$ cat config.mk
export PLATFORM = sky130hd
export DESIGN_NAME = id_ex_stage_flat
export DESIGN_NICKNAME = d
export VERILOG_FILES = /design/src/rtl/id_ex_stage_if.sv /design/src/rtl/id_ex_stage.sv /design/src/flat_wrapper.sv
export SDC_FILE = /design/constraint.sdc
export NUM_CORES = 1
export LEC_CHECK = 0
export BUFFER_PORTS_ARGS = -buffer_cell sky130_fd_sc_hd__buf_2
export CAP_MARGIN = 40
export CELL_PAD_IN_SITES_DETAIL_PLACEMENT = 0
export CELL_PAD_IN_SITES_GLOBAL_PLACEMENT = 1
export CORE_AREA = 2 2 237 239
export CTS_BUF_LIST = sky130_fd_sc_hd__clkbuf_4
export DETAILED_ROUTE_END_ITERATION = 12
export DIE_AREA = 0 0 239 241
export PLACE_DENSITY_LB_ADDON = 0.3
export SLEW_MARGIN = 5
export SYNTH_ARGS = -nofsm -noshare
export SYNTH_HDL_FRONTEND = slang
export SYNTH_SLANG_ARGS = --single-unit
$ cat constraint.sdc
create_clock -name clk -period 11.3 [get_ports clk]
set_input_delay 2.825 -clock clk [delete_from_list [all_inputs] [get_ports clk]]
set_output_delay 2.825 -clock clk [all_outputs]
set_load 0.05 [all_outputs]
$ cat src/rtl/id_ex_stage_if.sv
// id_ex_stage_if: ID-side inputs and EX-side outputs of the ID/EX pipeline register.
interface id_ex_stage_if #(
    parameter int DATA_W = 64,
    parameter int ADDR_W = 5,
    parameter int PC_W   = 64,
    parameter int CNT_W  = 32
);
    logic              id_valid;
    logic [PC_W-1:0]   id_pc;
    logic [ADDR_W-1:0] id_rs1, id_rs2, id_rd;
    logic [DATA_W-1:0] id_rs1_data, id_rs2_data, id_imm;
    logic [7:0]        id_ctrl;
    logic [3:0]        id_funct;
    logic [ADDR_W-1:0] mem_rd;
    logic              mem_reg_wr;
    logic              ex_flush;
    logic              mem_stall;
    logic              hazard_stall;
    logic              ex_valid;
    logic [PC_W-1:0]   ex_pc;
    logic [ADDR_W-1:0] ex_rs1, ex_rs2, ex_rd;
    logic [DATA_W-1:0] ex_rs1_data, ex_rs2_data, ex_imm;
    logic [7:0]        ex_ctrl;
    logic [3:0]        ex_funct;
    logic [1:0]        ex_fwd_a, ex_fwd_b;
    logic [CNT_W-1:0]  bubble_cnt;

    modport master (
        output id_valid, id_pc, id_rs1, id_rs2, id_rd, id_rs1_data, id_rs2_data, id_imm,
               id_ctrl, id_funct, mem_rd, mem_reg_wr, ex_flush, mem_stall,
        input  hazard_stall, ex_valid, ex_pc, ex_rs1, ex_rs2, ex_rd, ex_rs1_data, ex_rs2_data,
               ex_imm, ex_ctrl, ex_funct, ex_fwd_a, ex_fwd_b, bubble_cnt
    );
    modport slave (
        input  id_valid, id_pc, id_rs1, id_rs2, id_rd, id_rs1_data, id_rs2_data, id_imm,
               id_ctrl, id_funct, mem_rd, mem_reg_wr, ex_flush, mem_stall,
        output hazard_stall, ex_valid, ex_pc, ex_rs1, ex_rs2, ex_rd, ex_rs1_data, ex_rs2_data,
               ex_imm, ex_ctrl, ex_funct, ex_fwd_a, ex_fwd_b, bubble_cnt
    );
endinterface

$ cat src/rtl/id_ex_stage.sv
// id_ex_stage: ID/EX pipeline register with load-use bubbles, flush/freeze and registered forwarding selects.
module id_ex_stage #(
    parameter int DATA_W = 64,
    parameter int ADDR_W = 5,
    parameter int PC_W   = 64,
    parameter int CNT_W  = 32
) (
    input logic         clk,
    input logic         reset,
    id_ex_stage_if.slave bus
);
    typedef struct packed {
        logic              valid;
        logic [PC_W-1:0]   pc;
        logic [ADDR_W-1:0] rs1, rs2, rd;
        logic [DATA_W-1:0] rs1_data, rs2_data, imm;
        logic [7:0]        ctrl;
        logic [3:0]        funct;
        logic [1:0]        fwd_a, fwd_b;
    } ex_t;

    ex_t              ex_q, ex_d;
    logic [CNT_W-1:0] cnt_q, cnt_d;
    logic             use_rs2, hazard;
    logic [1:0]       fwd_a, fwd_b;

    // ctrl bits: 7 RegWrite, 6 MemRead, 5 MemWrite, 4 MemtoReg, 3 ALUSrc, 2 Branch, 1:0 ALUOp
    function automatic logic [1:0] fwd_sel(input logic [ADDR_W-1:0] rs, input ex_t ex,
                                           input logic mem_wr, input logic [ADDR_W-1:0] mem_rd);
        return (rs == '0) ? 2'b00 :
               (ex.valid && ex.ctrl[7] && ex.rd == rs) ? 2'b10 :
               (mem_wr && mem_rd == rs) ? 2'b01 : 2'b00;
    endfunction

    always_comb begin
        use_rs2 = !bus.id_ctrl[3] || bus.id_ctrl[5] || bus.id_ctrl[2];
        hazard  = ex_q.valid && ex_q.ctrl[6] && ex_q.rd != '0 && bus.id_valid && !bus.ex_flush &&
                  !bus.mem_stall && (ex_q.rd == bus.id_rs1 || (use_rs2 && ex_q.rd == bus.id_rs2));
        fwd_a   = fwd_sel(bus.id_rs1, ex_q, bus.mem_reg_wr, bus.mem_rd);
        fwd_b   = fwd_sel(bus.id_rs2, ex_q, bus.mem_reg_wr, bus.mem_rd);
        ex_d    = (bus.ex_flush || hazard) ? '0 :
                  bus.mem_stall ? ex_q :
                  '{valid: bus.id_valid, pc: bus.id_pc, rs1: bus.id_rs1, rs2: bus.id_rs2, rd: bus.id_rd,
                    rs1_data: bus.id_rs1_data, rs2_data: bus.id_rs2_data, imm: bus.id_imm,
                    ctrl: bus.id_valid ? bus.id_ctrl : 8'h00, funct: bus.id_funct,
                    fwd_a: fwd_a, fwd_b: fwd_b};
        cnt_d   = (hazard && cnt_q != '1) ? cnt_q + CNT_W'(1) : cnt_q;
    end

    always_ff @(posedge clk or posedge reset) begin
        if (reset) begin
            ex_q  <= '0;
            cnt_q <= '0;
        end else begin
            ex_q  <= ex_d;
            cnt_q <= cnt_d;
        end
    end

    assign bus.hazard_stall = hazard;
    assign bus.ex_valid     = ex_q.valid;
    assign bus.ex_pc        = ex_q.pc;
    assign bus.ex_rs1       = ex_q.rs1;
    assign bus.ex_rs2       = ex_q.rs2;
    assign bus.ex_rd        = ex_q.rd;
    assign bus.ex_rs1_data  = ex_q.rs1_data;
    assign bus.ex_rs2_data  = ex_q.rs2_data;
    assign bus.ex_imm       = ex_q.imm;
    assign bus.ex_ctrl      = ex_q.ctrl;
    assign bus.ex_funct     = ex_q.funct;
    assign bus.ex_fwd_a     = ex_q.fwd_a;
    assign bus.ex_fwd_b     = ex_q.fwd_b;
    assign bus.bubble_cnt   = cnt_q;
endmodule

$ cat src/flat_wrapper.sv
// flat-port wrapper written by rule: the top's interface ports become plain ports
module id_ex_stage_flat 
#(
    parameter int DATA_W = 64,
    parameter int ADDR_W = 5,
    parameter int PC_W   = 64,
    parameter int CNT_W  = 32
)
  (clk, reset, bus_id_valid, bus_id_pc, bus_id_rs1, bus_id_rs2, bus_id_rd, bus_id_rs1_data, bus_id_rs2_data, bus_id_imm, bus_id_ctrl, bus_id_funct, bus_mem_rd, bus_mem_reg_wr, bus_ex_flush, bus_mem_stall, bus_hazard_stall, bus_ex_valid, bus_ex_pc, bus_ex_rs1, bus_ex_rs2, bus_ex_rd, bus_ex_rs1_data, bus_ex_rs2_data, bus_ex_imm, bus_ex_ctrl, bus_ex_funct, bus_ex_fwd_a, bus_ex_fwd_b, bus_bubble_cnt);
  id_ex_stage_if #(.DATA_W(DATA_W), .ADDR_W(ADDR_W), .PC_W(PC_W), .CNT_W(CNT_W)) bus_i ();
  input logic clk;
  input logic reset;
  input wire logic [$bits(bus_i.id_valid)-1:0] bus_id_valid;
  input wire logic [$bits(bus_i.id_pc)-1:0] bus_id_pc;
  input wire logic [$bits(bus_i.id_rs1)-1:0] bus_id_rs1;
  input wire logic [$bits(bus_i.id_rs2)-1:0] bus_id_rs2;
  input wire logic [$bits(bus_i.id_rd)-1:0] bus_id_rd;
  input wire logic [$bits(bus_i.id_rs1_data)-1:0] bus_id_rs1_data;
  input wire logic [$bits(bus_i.id_rs2_data)-1:0] bus_id_rs2_data;
  input wire logic [$bits(bus_i.id_imm)-1:0] bus_id_imm;
  input wire logic [$bits(bus_i.id_ctrl)-1:0] bus_id_ctrl;
  input wire logic [$bits(bus_i.id_funct)-1:0] bus_id_funct;
  input wire logic [$bits(bus_i.mem_rd)-1:0] bus_mem_rd;
  input wire logic [$bits(bus_i.mem_reg_wr)-1:0] bus_mem_reg_wr;
  input wire logic [$bits(bus_i.ex_flush)-1:0] bus_ex_flush;
  input wire logic [$bits(bus_i.mem_stall)-1:0] bus_mem_stall;
  output wire logic [$bits(bus_i.hazard_stall)-1:0] bus_hazard_stall;
  output wire logic [$bits(bus_i.ex_valid)-1:0] bus_ex_valid;
  output wire logic [$bits(bus_i.ex_pc)-1:0] bus_ex_pc;
  output wire logic [$bits(bus_i.ex_rs1)-1:0] bus_ex_rs1;
  output wire logic [$bits(bus_i.ex_rs2)-1:0] bus_ex_rs2;
  output wire logic [$bits(bus_i.ex_rd)-1:0] bus_ex_rd;
  output wire logic [$bits(bus_i.ex_rs1_data)-1:0] bus_ex_rs1_data;
  output wire logic [$bits(bus_i.ex_rs2_data)-1:0] bus_ex_rs2_data;
  output wire logic [$bits(bus_i.ex_imm)-1:0] bus_ex_imm;
  output wire logic [$bits(bus_i.ex_ctrl)-1:0] bus_ex_ctrl;
  output wire logic [$bits(bus_i.ex_funct)-1:0] bus_ex_funct;
  output wire logic [$bits(bus_i.ex_fwd_a)-1:0] bus_ex_fwd_a;
  output wire logic [$bits(bus_i.ex_fwd_b)-1:0] bus_ex_fwd_b;
  output wire logic [$bits(bus_i.bubble_cnt)-1:0] bus_bubble_cnt;
  assign bus_i.id_valid = bus_id_valid;
  assign bus_i.id_pc = bus_id_pc;
  assign bus_i.id_rs1 = bus_id_rs1;
  assign bus_i.id_rs2 = bus_id_rs2;
  assign bus_i.id_rd = bus_id_rd;
  assign bus_i.id_rs1_data = bus_id_rs1_data;
  assign bus_i.id_rs2_data = bus_id_rs2_data;
  assign bus_i.id_imm = bus_id_imm;
  assign bus_i.id_ctrl = bus_id_ctrl;
  assign bus_i.id_funct = bus_id_funct;
  assign bus_i.mem_rd = bus_mem_rd;
  assign bus_i.mem_reg_wr = bus_mem_reg_wr;
  assign bus_i.ex_flush = bus_ex_flush;
  assign bus_i.mem_stall = bus_mem_stall;
  assign bus_hazard_stall = bus_i.hazard_stall;
  assign bus_ex_valid = bus_i.ex_valid;
  assign bus_ex_pc = bus_i.ex_pc;
  assign bus_ex_rs1 = bus_i.ex_rs1;
  assign bus_ex_rs2 = bus_i.ex_rs2;
  assign bus_ex_rd = bus_i.ex_rd;
  assign bus_ex_rs1_data = bus_i.ex_rs1_data;
  assign bus_ex_rs2_data = bus_i.ex_rs2_data;
  assign bus_ex_imm = bus_i.ex_imm;
  assign bus_ex_ctrl = bus_i.ex_ctrl;
  assign bus_ex_funct = bus_i.ex_funct;
  assign bus_ex_fwd_a = bus_i.ex_fwd_a;
  assign bus_ex_fwd_b = bus_i.ex_fwd_b;
  assign bus_bubble_cnt = bus_i.bubble_cnt;
  id_ex_stage #(.DATA_W(DATA_W), .ADDR_W(ADDR_W), .PC_W(PC_W), .CNT_W(CNT_W)) u_core (.clk(clk), .reset(reset), .bus(bus_i));
endmodule
==> results.json <==
{
  "maxCapViolations": 0,
  "wl_per_cell_um": 17.3,
  "worst_pin_slew_ns": 1.10,
  "ctsHoldBuffers": 0,
  "io_pins": 615,
  "grt_start_max_net_pins": 152,
  "dp_hpwl_um": 31600,
  "grtUsageMet2_pct": 24.9,
  "netlist_area_um2": 13400,
  "grt_busiest_layer": "met2",
  "synthXorXnorAreaFrac_pct": 3.34,
  "synth_compound_area_share_pct": 0.953,
  "via_per_inst": 4.27,
  "ys.flop_type": "dfrtp_1",
  "peakVddDrop_uv": 80.0,
  "min_path_type": "reg -> reg",
  "max_freq_mhz": 135,
  "drive_above_1_share_pct": 41.9,
  "whs_ns": 0.487,
  "ys_types": 38,
  "ant_nets": 0,
  "core_area_um2": 54900,
  "min_from": "u_core.bus.bubble_cnt[21]",
  "crit_fanout": 77,
  "chipHeight_um": 241,
  "via_count": 10900,
  "yosys.area_share.simple_pct": 12.7,
  "hold_viol": 0,
  "drv_slew": 0,
  "rows": 86,
  "dieWidth_um": 239,
  "clkLatencyLatePin_ns": 0.80,
  "use_met1_pct": 17.2,
  "synth_seq_cells": 320,
  "use_met3_pct": 5.76,
  "setup_viol": 0,
  "finalSetupTns_ns": 0,
  "port-buffer-count": 614,
  "grt_pass1_wl_um": 66300,
  "routabilityCongestion": 0.770,
  "power_density_nw_per_um2": 155,
  "critical_path.endpoint_type": "output pin",
  "nets": 2082,
  "cts_resized": 0,
  "rsz0062_at_grt": "no",
  "cts.clk_slew.worst_paths_ns": 0.07,
  "grt_pass1_vias": 11400,
  "outcome": "finished clean",
  "report.power.total_mw": 2.86,
  "muxShareOfSynthArea_pct": 20.7,
  "avgSynthCellArea_um2": 11.8,
  "cts_setup_buffers": 0,
  "route.final.wire_length_um": 44300,
  "antenna_found_initial": 9,
  "start_util_pct": 24.4,
  "async_flop_share_pct": 100,
  "ys_warn_count": 0,
  "r2r_start": "u_core.bus.ex_rd[1]",
  "period_share_pct": 65.7,
  "cts_tree": "yes",
  "synth_nets": 1429,
  "overflow": 0,
  "root_buffer": "clkbuf_4",
  "first_pass_iters": 4,
  "dieArea_um2": 57600,
  "clkSinkCount": 320,
  "yosysSeqAreaShare_pct": 59.8,
  "cp_data_arrival_time_ns": 4.59,
  "cts_buffers": 94,
  "grt_use_total_pct": 14.9,
  "clock_skew_ns": 0.0655,
  "drt-initial-drc-count": 372,
  "crit_required_ns": 8.48,
  "htreeDepth": 3,
  "area_delta_synth_final_pct": 38.0,
  "synth_top_family_by_area": "multiplexers",
  "start_kind": "primary input",
  "drc": 0,
  "synth_edf_count": 0,
  "slew_headroom_pct": 26.5,
  "post-route-min-period_ns": 7.42,
  "clk_path_buf_depth": 3,
  "power_leakage_nw": 10.6,
  "synth_fa_ha_area_share_pct": 0.0934,
  "syn_inst": 1134,
  "startpoint": "bus_mem_stall",
  "path_class": "in -> out"
}
## per-layer routing
| layer | routed length, um | up-vias | part of all wire [%] |
|---|---|---|---|
| met5 | 44 | - | 0.099 |
| met4 | 987 | 6 | 2.2 |
| li1 | - | 5202 | - |
| met2 | 21800 | 417 | 49 |
| met3 | 3950 | 87 | 8.9 |
| met1 | 17500 | 5235 | 39 |
## worst paths after layout
path	endpoint	slack [ns]	depth (start not counted)
setup / recovery	bus_hazard_stall	3.88	6
hold / removal	u_core.bus.bubble_cnt[21]	0.49	1
setup reg to reg	u_core.bus.ex_fwd_b[1]	7.99	8
hold reg to reg	u_core.bus.bubble_cnt[21]	0.49	1
max in group asynchronous	u_core.bus.ex_fwd_a[1]	7.76	3
min in group asynchronous	u_core.bus.ex_rs2_data[15]	2.15	2
## final cells by class
cell class / instances / area, um2
repair buffers: 628 / 3310
well taps: 704 / 881
clock inverters: 29 / 198
clock buffers: 132 / 991
inverters: 4 / 18.8
flip-flops and latches: 320 / 8010
multi-input cells: 739 / 5060
diodes: 6 / 15.0
fillers: 5782 / 36400
## registers in the layout, indices dropped and copies added (netlist names), 4 cells and up
name and cells:
u_core.bus.ex_rs2 5, u_core.bus.ex_imm 64, u_core.bus.ex_rd 5, u_core.bus.ex_rs1_data 64, u_core.bus.ex_rs2_data 64, u_core.bus.bubble_cnt 32
u_core.bus.ex_rs1 5, u_core.bus.ex_funct 4, u_core.bus.ex_ctrl 8, u_core.bus.ex_pc 64
## critical path, cell delays in order
cell     delay [ns]
buf_8          0.27
nor4_1         0.66
o21ai_2        0.10
buf_4          0.27
inv_1          0.12
buf_2          0.27
## Yosys cell counts, types with 10 or more instances
library cell,instances,area (um2)
clkbuf_1,42,158
nor2_1,291,1090
nand2_1,18,67.6
xnor2_1,11,96.3
nor3_1,23,115
nand4_1,10,62.6
nor4_1,14,87.6
dfrtp_1,320,8010
nand3_1,13,65.1
buf_2,26,130
xor2_1,40,350
mux2i_1,275,2750
## kinds of logic after synthesis
kind of cell,count (synthesis)
buffers and inverters,75
AO/OA/AOI/OAI,19
AND/OR/NAND/NOR,392
XOR/XNOR,51
adder cells (fa/ha/maj),1
flip-flops,320
multiplexers,276
## per-stage QoR
stage               area [um2]  instances  utilization (%)  worst slack, ns
global route             18500       2560             33.7             3.69
global placement         17200       2390             31.3             3.74
floorplan                13400       1134                -             4.21
finish                   18500       2562             33.7             3.88
CTS                      18500       2556             33.6             3.76
detailed placement       17300       2395             31.5             3.76
## placed cells by master, fill, tap and decap left out, types with 4 or more instances in the layout
cell type / instances
nor4_1: 14
mux2i_1: 275
a21oi_1: 7
diode_2: 6
a22oi_1: 8
clkbuf_4: 132
buf_4: 7
xnor2_1: 11
nand3_1: 13
nor2_1: 291
buf_2: 613
clkinv_1: 23
xor2_1: 40
nor3_1: 23
dfrtp_1: 320
buf_16: 4
nand2_1: 18
nand4_1: 10
## power by group
| part | switching (mW) | total (mW) | internal (mW) |
|---|---|---|---|
| sequential | 0.0322 | 1.23 | 1.20 |
| combinational | 0.362 | 0.507 | 0.145 |
| clock | 0.512 | 1.11 | 0.603 |
| total | 0.907 | 2.86 | 1.95 |
Power figures use the tool's default switching activity.
